[src/rtl/dl11_serial_pkg.sv]
// Shared types and constants for the DL11 console serial engine.
// Optional build macro: UART_ERR_FLAGS_EN (adds rx_frame_err / rx_overrun outputs).
package dl11_serial_pkg;

   localparam int OVERSAMPLE = 16;
   localparam int DATA_BITS  = 8;
   localparam int MID_SAMPLE = 8;

   typedef enum logic [1:0] {
      TX_IDLE,
      TX_START,
      TX_DATA,
      TX_STOP
   } tx_state_t;

   typedef enum logic [1:0] {
      RX_IDLE,
      RX_START,
      RX_DATA,
      RX_STOP
   } rx_state_t;

endpackage

[src/rtl/dl11_serial_core_baud_gen.sv]
// Baud-rate generator: 16x oversample enable (rx_tick) and a phase-locked bit enable (tx_tick).
// Module name dl11_baud_gen; no build macros.
module dl11_baud_gen
   import dl11_serial_pkg::*;
#(
   parameter int CLK_HZ = 50000000,
   parameter int BAUD   = 9600
) (
   input  logic clk,
   input  logic reset,
   output logic rx_tick,
   output logic tx_tick
);

   localparam int RAW_DIV = CLK_HZ / (OVERSAMPLE * BAUD);
   localparam int RX_DIV  = (RAW_DIV < 1) ? 1 : RAW_DIV;
   localparam int CW      = (RX_DIV > 1) ? $clog2(RX_DIV) : 1;
   localparam logic [CW-1:0] DIV_LAST = CW'(RX_DIV - 1);

   logic [CW-1:0] div_cnt;
   logic [3:0]    sub_cnt;

   assign rx_tick = (div_cnt == DIV_LAST);
   // tx_tick is derived from the rx_tick count so the two never drift apart.
   assign tx_tick = rx_tick && (sub_cnt == 4'(OVERSAMPLE - 1));

   always_ff @(posedge clk or negedge reset) begin
      if (!reset) begin
         div_cnt <= '0;
         sub_cnt <= '0;
      end else if (rx_tick) begin
         div_cnt <= '0;
         sub_cnt <= sub_cnt + 4'd1;
      end else begin
         div_cnt <= div_cnt + CW'(1);
      end
   end

endmodule

[src/rtl/dl11_serial_core.sv]
// DL11 console serial engine: 8N1 UART transmitter/receiver with req/ack load/unload handshakes.
// Optional build macro UART_ERR_FLAGS_EN adds rx_frame_err and rx_overrun sticky flags.
module dl11_serial_core
   import dl11_serial_pkg::*;
#(
   parameter int CLK_HZ = 50000000,
   parameter int BAUD   = 9600
) (
   input  logic       clk,
   input  logic       reset,
   input  logic       ld_tx_req,
   output logic       ld_tx_ack,
   input  logic [7:0] tx_data,
   input  logic       tx_enable,
   output logic       tx_out,
   output logic       tx_empty,
   input  logic       uld_rx_req,
   output logic       uld_rx_ack,
   output logic [7:0] rx_data,
   input  logic       rx_enable,
   input  logic       rx_in,
   output logic       rx_empty
`ifdef UART_ERR_FLAGS_EN
   ,
   output logic       rx_frame_err,
   output logic       rx_overrun
`endif
);

   logic rx_tick;
   logic tx_tick;

   dl11_baud_gen #(
      .CLK_HZ (CLK_HZ),
      .BAUD   (BAUD)
   ) u_baud (
      .clk     (clk),
      .reset   (reset),
      .rx_tick (rx_tick),
      .tx_tick (tx_tick)
   );

   tx_state_t  tx_state, tx_state_nxt;
   logic [2:0] tx_idx;
   logic [7:0] tx_shift;
   logic       tx_load;
   logic       tx_done;

   always_comb begin
      tx_state_nxt = tx_state;
      tx_load      = ld_tx_req && !ld_tx_ack && tx_empty;
      tx_done      = 1'b0;
      if (tx_tick) begin
         case (tx_state)
            TX_IDLE:  if (!tx_empty && tx_enable) tx_state_nxt = TX_START;
            TX_START: tx_state_nxt = TX_DATA;
            TX_DATA:  if (tx_idx == 3'(DATA_BITS - 1)) tx_state_nxt = TX_STOP;
            TX_STOP: begin
               tx_state_nxt = TX_IDLE;
               tx_done      = 1'b1;
            end
            default:  tx_state_nxt = TX_IDLE;
         endcase
      end
   end

   always_ff @(posedge clk or negedge reset) begin
      if (!reset) tx_state <= TX_IDLE;
      else        tx_state <= tx_state_nxt;
   end

   always_ff @(posedge clk or negedge reset) begin
      if (!reset) begin
         tx_idx    <= '0;
         tx_shift  <= '0;
         tx_out    <= 1'b1;
         tx_empty  <= 1'b1;
         ld_tx_ack <= 1'b0;
      end else begin
         if (ld_tx_ack && !ld_tx_req) ld_tx_ack <= 1'b0;
         if (tx_load) begin
            tx_shift  <= tx_data;
            tx_empty  <= 1'b0;
            ld_tx_ack <= 1'b1;
         end
         if (tx_done) tx_empty <= 1'b1;
         // tx_out is registered from the bit about to be on the line; tx_shift drains LSB first.
         if (tx_tick) begin
            case (tx_state)
               TX_IDLE: if (tx_state_nxt == TX_START) tx_out <= 1'b0;
               TX_START: begin
                  tx_idx   <= '0;
                  tx_out   <= tx_shift[0];
                  tx_shift <= tx_shift >> 1;
               end
               TX_DATA: begin
                  if (tx_state_nxt == TX_STOP) begin
                     tx_out <= 1'b1;
                  end else begin
                     tx_idx   <= tx_idx + 3'd1;
                     tx_out   <= tx_shift[0];
                     tx_shift <= tx_shift >> 1;
                  end
               end
               default: tx_out <= 1'b1;
            endcase
         end
      end
   end

   logic       rx_s1, rx_s2;
   rx_state_t  rx_state, rx_state_nxt;
   logic [3:0] rx_cnt;
   logic [2:0] rx_idx;
   logic [7:0] rx_shift;
   logic       rx_hold;
   logic       rx_sample;
   logic       rx_good;
   logic       rx_bad;
   logic       uld_take;

   always_ff @(posedge clk or negedge reset) begin
      if (!reset) begin
         rx_s1 <= 1'b1;
         rx_s2 <= 1'b1;
      end else begin
         rx_s1 <= rx_in;
         rx_s2 <= rx_s1;
      end
   end

   always_comb begin
      rx_state_nxt = rx_state;
      rx_good      = 1'b0;
      rx_bad       = 1'b0;
      rx_sample    = rx_tick && (rx_cnt == 4'(OVERSAMPLE - 1));
      if (!rx_enable) begin
         rx_state_nxt = RX_IDLE;
      end else if (rx_tick) begin
         case (rx_state)
            RX_IDLE:  if (!rx_s2 && !rx_hold) rx_state_nxt = RX_START;
            RX_START: if (rx_cnt == 4'(MID_SAMPLE - 1)) rx_state_nxt = rx_s2 ? RX_IDLE : RX_DATA;
            RX_DATA:  if (rx_sample && rx_idx == 3'(DATA_BITS - 1)) rx_state_nxt = RX_STOP;
            RX_STOP: begin
               if (rx_sample) begin
                  rx_state_nxt = RX_IDLE;
                  rx_good      = rx_s2;
                  rx_bad       = !rx_s2;
               end
            end
            default:  rx_state_nxt = RX_IDLE;
         endcase
      end
   end

   always_ff @(posedge clk or negedge reset) begin
      if (!reset) rx_state <= RX_IDLE;
      else        rx_state <= rx_state_nxt;
   end

   // rx_hold keeps a low line after a bad stop bit from being taken as a new start bit.
   always_ff @(posedge clk or negedge reset) begin
      if (!reset) begin
         rx_cnt   <= '0;
         rx_idx   <= '0;
         rx_shift <= '0;
         rx_hold  <= 1'b0;
      end else if (!rx_enable) begin
         rx_cnt  <= '0;
         rx_idx  <= '0;
         rx_hold <= 1'b0;
      end else if (rx_tick) begin
         case (rx_state)
            RX_IDLE: begin
               rx_cnt <= '0;
               rx_idx <= '0;
               if (rx_s2) rx_hold <= 1'b0;
            end
            RX_START: rx_cnt <= (rx_cnt == 4'(MID_SAMPLE - 1)) ? 4'd0 : rx_cnt + 4'd1;
            RX_DATA: begin
               rx_cnt <= rx_cnt + 4'd1;
               if (rx_sample) begin
                  rx_shift <= {rx_s2, rx_shift[7:1]};
                  rx_idx   <= rx_idx + 3'd1;
               end
            end
            RX_STOP: begin
               rx_cnt <= rx_cnt + 4'd1;
               if (rx_bad) rx_hold <= 1'b1;
            end
            default: rx_cnt <= '0;
         endcase
      end
   end

   assign uld_take = uld_rx_req && !uld_rx_ack;

   // A frame completing on the unload edge wins: rx_empty ends at 0 with the new byte.
   always_ff @(posedge clk or negedge reset) begin
      if (!reset) begin
         uld_rx_ack <= 1'b0;
         rx_empty   <= 1'b1;
         rx_data    <= '0;
      end else begin
         if (uld_rx_ack && !uld_rx_req) uld_rx_ack <= 1'b0;
         if (uld_take) begin
            uld_rx_ack <= 1'b1;
            rx_empty   <= 1'b1;
         end
         if (rx_good) begin
            rx_data  <= rx_shift;
            rx_empty <= 1'b0;
         end
      end
   end

`ifdef UART_ERR_FLAGS_EN
   always_ff @(posedge clk or negedge reset) begin
      if (!reset) begin
         rx_frame_err <= 1'b0;
         rx_overrun   <= 1'b0;
      end else begin
         if (uld_take) begin
            rx_frame_err <= 1'b0;
            rx_overrun   <= 1'b0;
         end
         if (rx_bad) rx_frame_err <= 1'b1;
         if (rx_good && !rx_empty) rx_overrun <= 1'b1;
      end
   end
`endif

endmodule

[config.mk]
export PLATFORM = sky130hd
export DESIGN_NAME = dl11_serial_core
export DESIGN_NICKNAME = d
export VERILOG_FILES = /design/src/rtl/dl11_serial_pkg.sv /design/src/rtl/dl11_serial_core_baud_gen.sv /design/src/rtl/dl11_serial_core.sv
export SDC_FILE = /design/constraint.sdc
export NUM_CORES = 1
export LEC_CHECK = 0
export ABC_AREA = 0
export ABC_CLOCK_PERIOD_IN_PS = 4920
export CORE_MARGIN = 2
export CORE_UTILIZATION = 35
export DETAILED_ROUTE_END_ITERATION = 16
export MAX_ROUTING_LAYER = met4
export PLACE_DENSITY = 0.5
export REMOVE_ABC_BUFFERS = 1
export SYNTH_ARGS = -nofsm -noshare
export SYNTH_HDL_FRONTEND = slang
export SYNTH_HIERARCHICAL = 1
export SYNTH_SLANG_ARGS = --single-unit
[constraint.sdc]
create_clock -name clk -period 4.92 [get_ports clk]
set_clock_uncertainty 0.15 [all_clocks]
set_input_delay 1.476 -clock clk [delete_from_list [all_inputs] [get_ports clk]]
set_output_delay 1.476 -clock clk [all_outputs]
set_load 0.1 [all_outputs]
==> impl_metrics.csv <==
group,metric,value,unit
worst_setup_path,worstPathCellList,"clkdlybuf4s50_1",
worst_setup_path,r2r-start,"u_baud/div_cnt[0]",
worst_setup_path,critPathRequiredTime,3290,ps
timing,tightest_slew,990.1,ps
floorplanning,design.die.area,0.009426,sq mm
floorplanning,rows,33,
cts,clk_latency,330,ps
synth,synth-seq-area-share,48.89,%
route,wl_per_cell,13.82,microns
placed_design,hpwl,3604,microns
worst_setup_path,cp_slowest_cell,"clkdlybuf4s50_1",
min_path,min_to,"rx_s2",
timing,slew_viol_final,0,
timing,fin_setup_tns,0,ps
layout,multiInputGateArea,0.001458,sq mm
grt,antenna_found_initial,0,
synth,synth_warnings,6,
grt,grt.total_usage,13.13,%
pwr,powerDensity,282.0,mW/mm^2
grt,gr-total-overflow,0,
worst_setup_path,cp-start-kind,"flip-flop",
timing,fin_crit_sh,74.86,%
route,dr.pass1.iters,4,
pwr,ir_worst_vdd,108.1,uV
worst_setup_path,cp-end-kind,"primary output",
floorplanning,die_h,97.09,microns
timing,rsz0062_at_grt,"false",
min_path,holdPathStages,0,
route,routed_wirelength,5416,microns
synth,synthArstFlopShare,100.0,%
route,drt.antenna.violating_nets,0,
grt,grt_pass1_vias,1976,
pwr,p_leak,1.674,nW
min_path,min_path_type,"reg2reg",
min_path,hp-start,"rx_s1",
synth,synth.distinct_cells,58,
flow_run,max_cap_viol_count,0,
grt,grt_max_degree,33,
timing,relSlewSlack,33.79,%
worst_setup_path,cp.buffers_inverters,1,
grt,grt_pass1_wl,9901,microns
worst_setup_path,crit_fanout,6,
cts,clk_pin_slew,70,ps
layout,drive_above_1_share,16.03,%
layout,fin_nets,312,
worst_setup_path,crit_start,"tx_empty",
route,remaining_drc_errors,0,
worst_setup_path,reg2reg_depth,9,
cts,numCtsBuffers,9,
layout,syn_to_final_growth,18.03,%
worst_setup_path,slowest_delay,1140,ps
cts,cts_hold_buf,0,
worst_setup_path,cp.arrival,2060,ps
placed_design,gp_congestion,0.7316,
route,via_count,1957,
worst_setup_path,path_delay_family,"buffers and inverters",
cts,cts_buffer_depth,2,
timing,setup_viol,0,
route,viasPerCell,4.992,
layout,fin_util,43.13,%
cts,postCtsSetupBuffers,0,
cts,cts-root-buf,"clkbuf_8",
placed_design,portBuffers,27,
status,status,"finished, final reports clean",
cts,cts_tree,"done",
synth,synth_area_per_cell,12.04,sq um
cts,cts_resized,0,
layout,insertedDiodeCount,0,
cts,cts.sinks,59,
floorplanning,dieWidth,97.09,microns
synth,synth_edf_count,0,
layout,seq_area,0.001483,sq mm
timing,finalCriticalPeriod,3683,ps
layout,nFillCells,820,
synth,ys_seq_elements,59,
synth,synth_flop_cell,"dfrtp_1",
cts,htreeDepth,3,
floorplanning,io_pins,28,
timing,hold_viol,0,
worst_setup_path,r2r_end,"tx_idx[0]",
synth,syn-cell-area,0.003033,sq mm
worst_setup_path,r2r_slack,2110,ps
timing,fmax,271.5,MHz
floorplanning,initial_core_util,36.54,%
route,dr.first_iter.drc_count,73,
worst_setup_path,critPathKind,"reg2out",
synth,syn_inst,252,
floorplanning,coreArea,0.008299,sq mm
==> layout by cell type, fill, tap and decap left out, types with 5 or more instances in the layout <==
cell type        count
and3_1               5
clkbuf_8             9
clkdlybuf4s50_1     26
xnor2_1              5
inv_1                9
ha_1                15
nor2_1              11
o2bb2ai_1            7
nand3b_1             5
nand2b_1             7
nand2_1             11
mux2i_1              8
dfrtp_1             54
a21boi_0             5
dfstp_2              5
mux2_4               8
nor2b_1              5
o21ai_0              9
mux2_1               9
nand3_1              8
==> sequential cells by signal, indices dropped and copies added (netlist names), 2 cells and up <==
signal	flops
rx_cnt	4
tx_state	2
rx_state	2
rx_idx	3
rx_shift	8
u_baud/sub_cnt	4
tx_idx	3
u_baud/div_cnt	9
rx_data	8
tx_shift	8
==> synth_stat cells, types with 2 or more instances <==
cell / count / area (sq um)
nor2_1: 11 / 41.29
inv_1: 9 / 33.78
a21oi_1: 4 / 20.02
nor2b_1: 5 / 31.28
o211ai_1: 3 / 22.52
a21boi_0: 5 / 37.54
and2_1: 2 / 12.51
xor2_1: 4 / 35.03
dfrtp_1: 54 / 1351
o21a_1: 3 / 22.52
nand2b_1: 7 / 43.79
nand3b_1: 5 / 37.54
mux2i_1: 8 / 80.08
or3_1: 2 / 12.51
clkbuf_1: 2 / 7.510
nand3_1: 8 / 40.04
buf_2: 4 / 20.02
nand4b_1: 2 / 17.52
mux2_4: 8 / 120.1
a311oi_1: 2 / 17.52
ha_1: 15 / 187.7
xnor2_1: 5 / 43.79
nor2_8: 2 / 40.04
o2bb2ai_1: 7 / 61.31
mux2_2: 2 / 22.52
dfstp_2: 5 / 131.4
nand4_1: 4 / 25.02
and3_1: 5 / 31.28
nor3_2: 3 / 30.03
mux2_1: 9 / 101.4
o21ai_0: 9 / 45.04
nand3_2: 2 / 20.02
nand2_1: 11 / 41.29
==> cell type report <==
cell class	instances	share of cell area (%)
tap	105	3.670
clock inverter	7	2.167
clock buffer	9	3.460
timing repair buffer	28	7.620
multi-input combinational	175	40.72
sequential	59	41.42
inverter	9	0.9437
==> layer usage <==
metal	track usage, %	vias up	wire, microns
met5	-	-	0
met3	3.741	8	222
met2	18.70	30	2325
met1	18.25	946	2824
li1	-	973	-
met4	3.900	0	44
==> per-stage QoR <==
stage                     instances  area, sq um  power, mW  hold WS, ps  setup slack, ps
after global routing            392         3580      1.066        217.3             1181
after global placement          376         3378     0.5774        196.8             1615
after CTS                       392         3580      1.032        208.5             1213
final                           392         3580      1.009        206.5             1237
after detailed placement        376         3378     0.5778        197.6             1591
after floorplan                 243         2974     0.5441        195.2             2329
==> power breakdown <==
| part | switching, mW | internal, mW | leakage [nW] |
|---|---|---|---|
| registers | 0.00292 | 0.490 | 0.775 |
| clock network | 0.206 | 0.237 | 0.0998 |
| logic | 0.0486 | 0.0249 | 0.798 |
==> worst max-delay path by stage <==
stage                     cells past startpoint     endpoint  slack (ps)
after floorplan                               4  tx_shift[6]        2330
after global placement                        1     tx_empty        1620
after detailed placement                      1     tx_empty        1590
after CTS                                     1     tx_empty        1210
after global routing                          1     tx_empty        1180
final                                         1     tx_empty        1240
==> cell families (layout without fill, tap and decap cells) <==
family / after synthesis / in the layout / share of synthesized area [%]
adder cells (fa/ha/maj): 15 / 15 / 6.188
multiplexers: 27 / 27 / 10.69
AO/OA/AOI/OAI: 45 / 45 / 11.59
AND/OR/NAND/NOR: 79 / 79 / 17.00
buffers and inverters: 18 / 53 / 3.053
XOR/XNOR: 9 / 9 / 2.599
flip-flops: 59 / 59 / 48.89
Note: power is estimated with default switching activity, not from simulation.
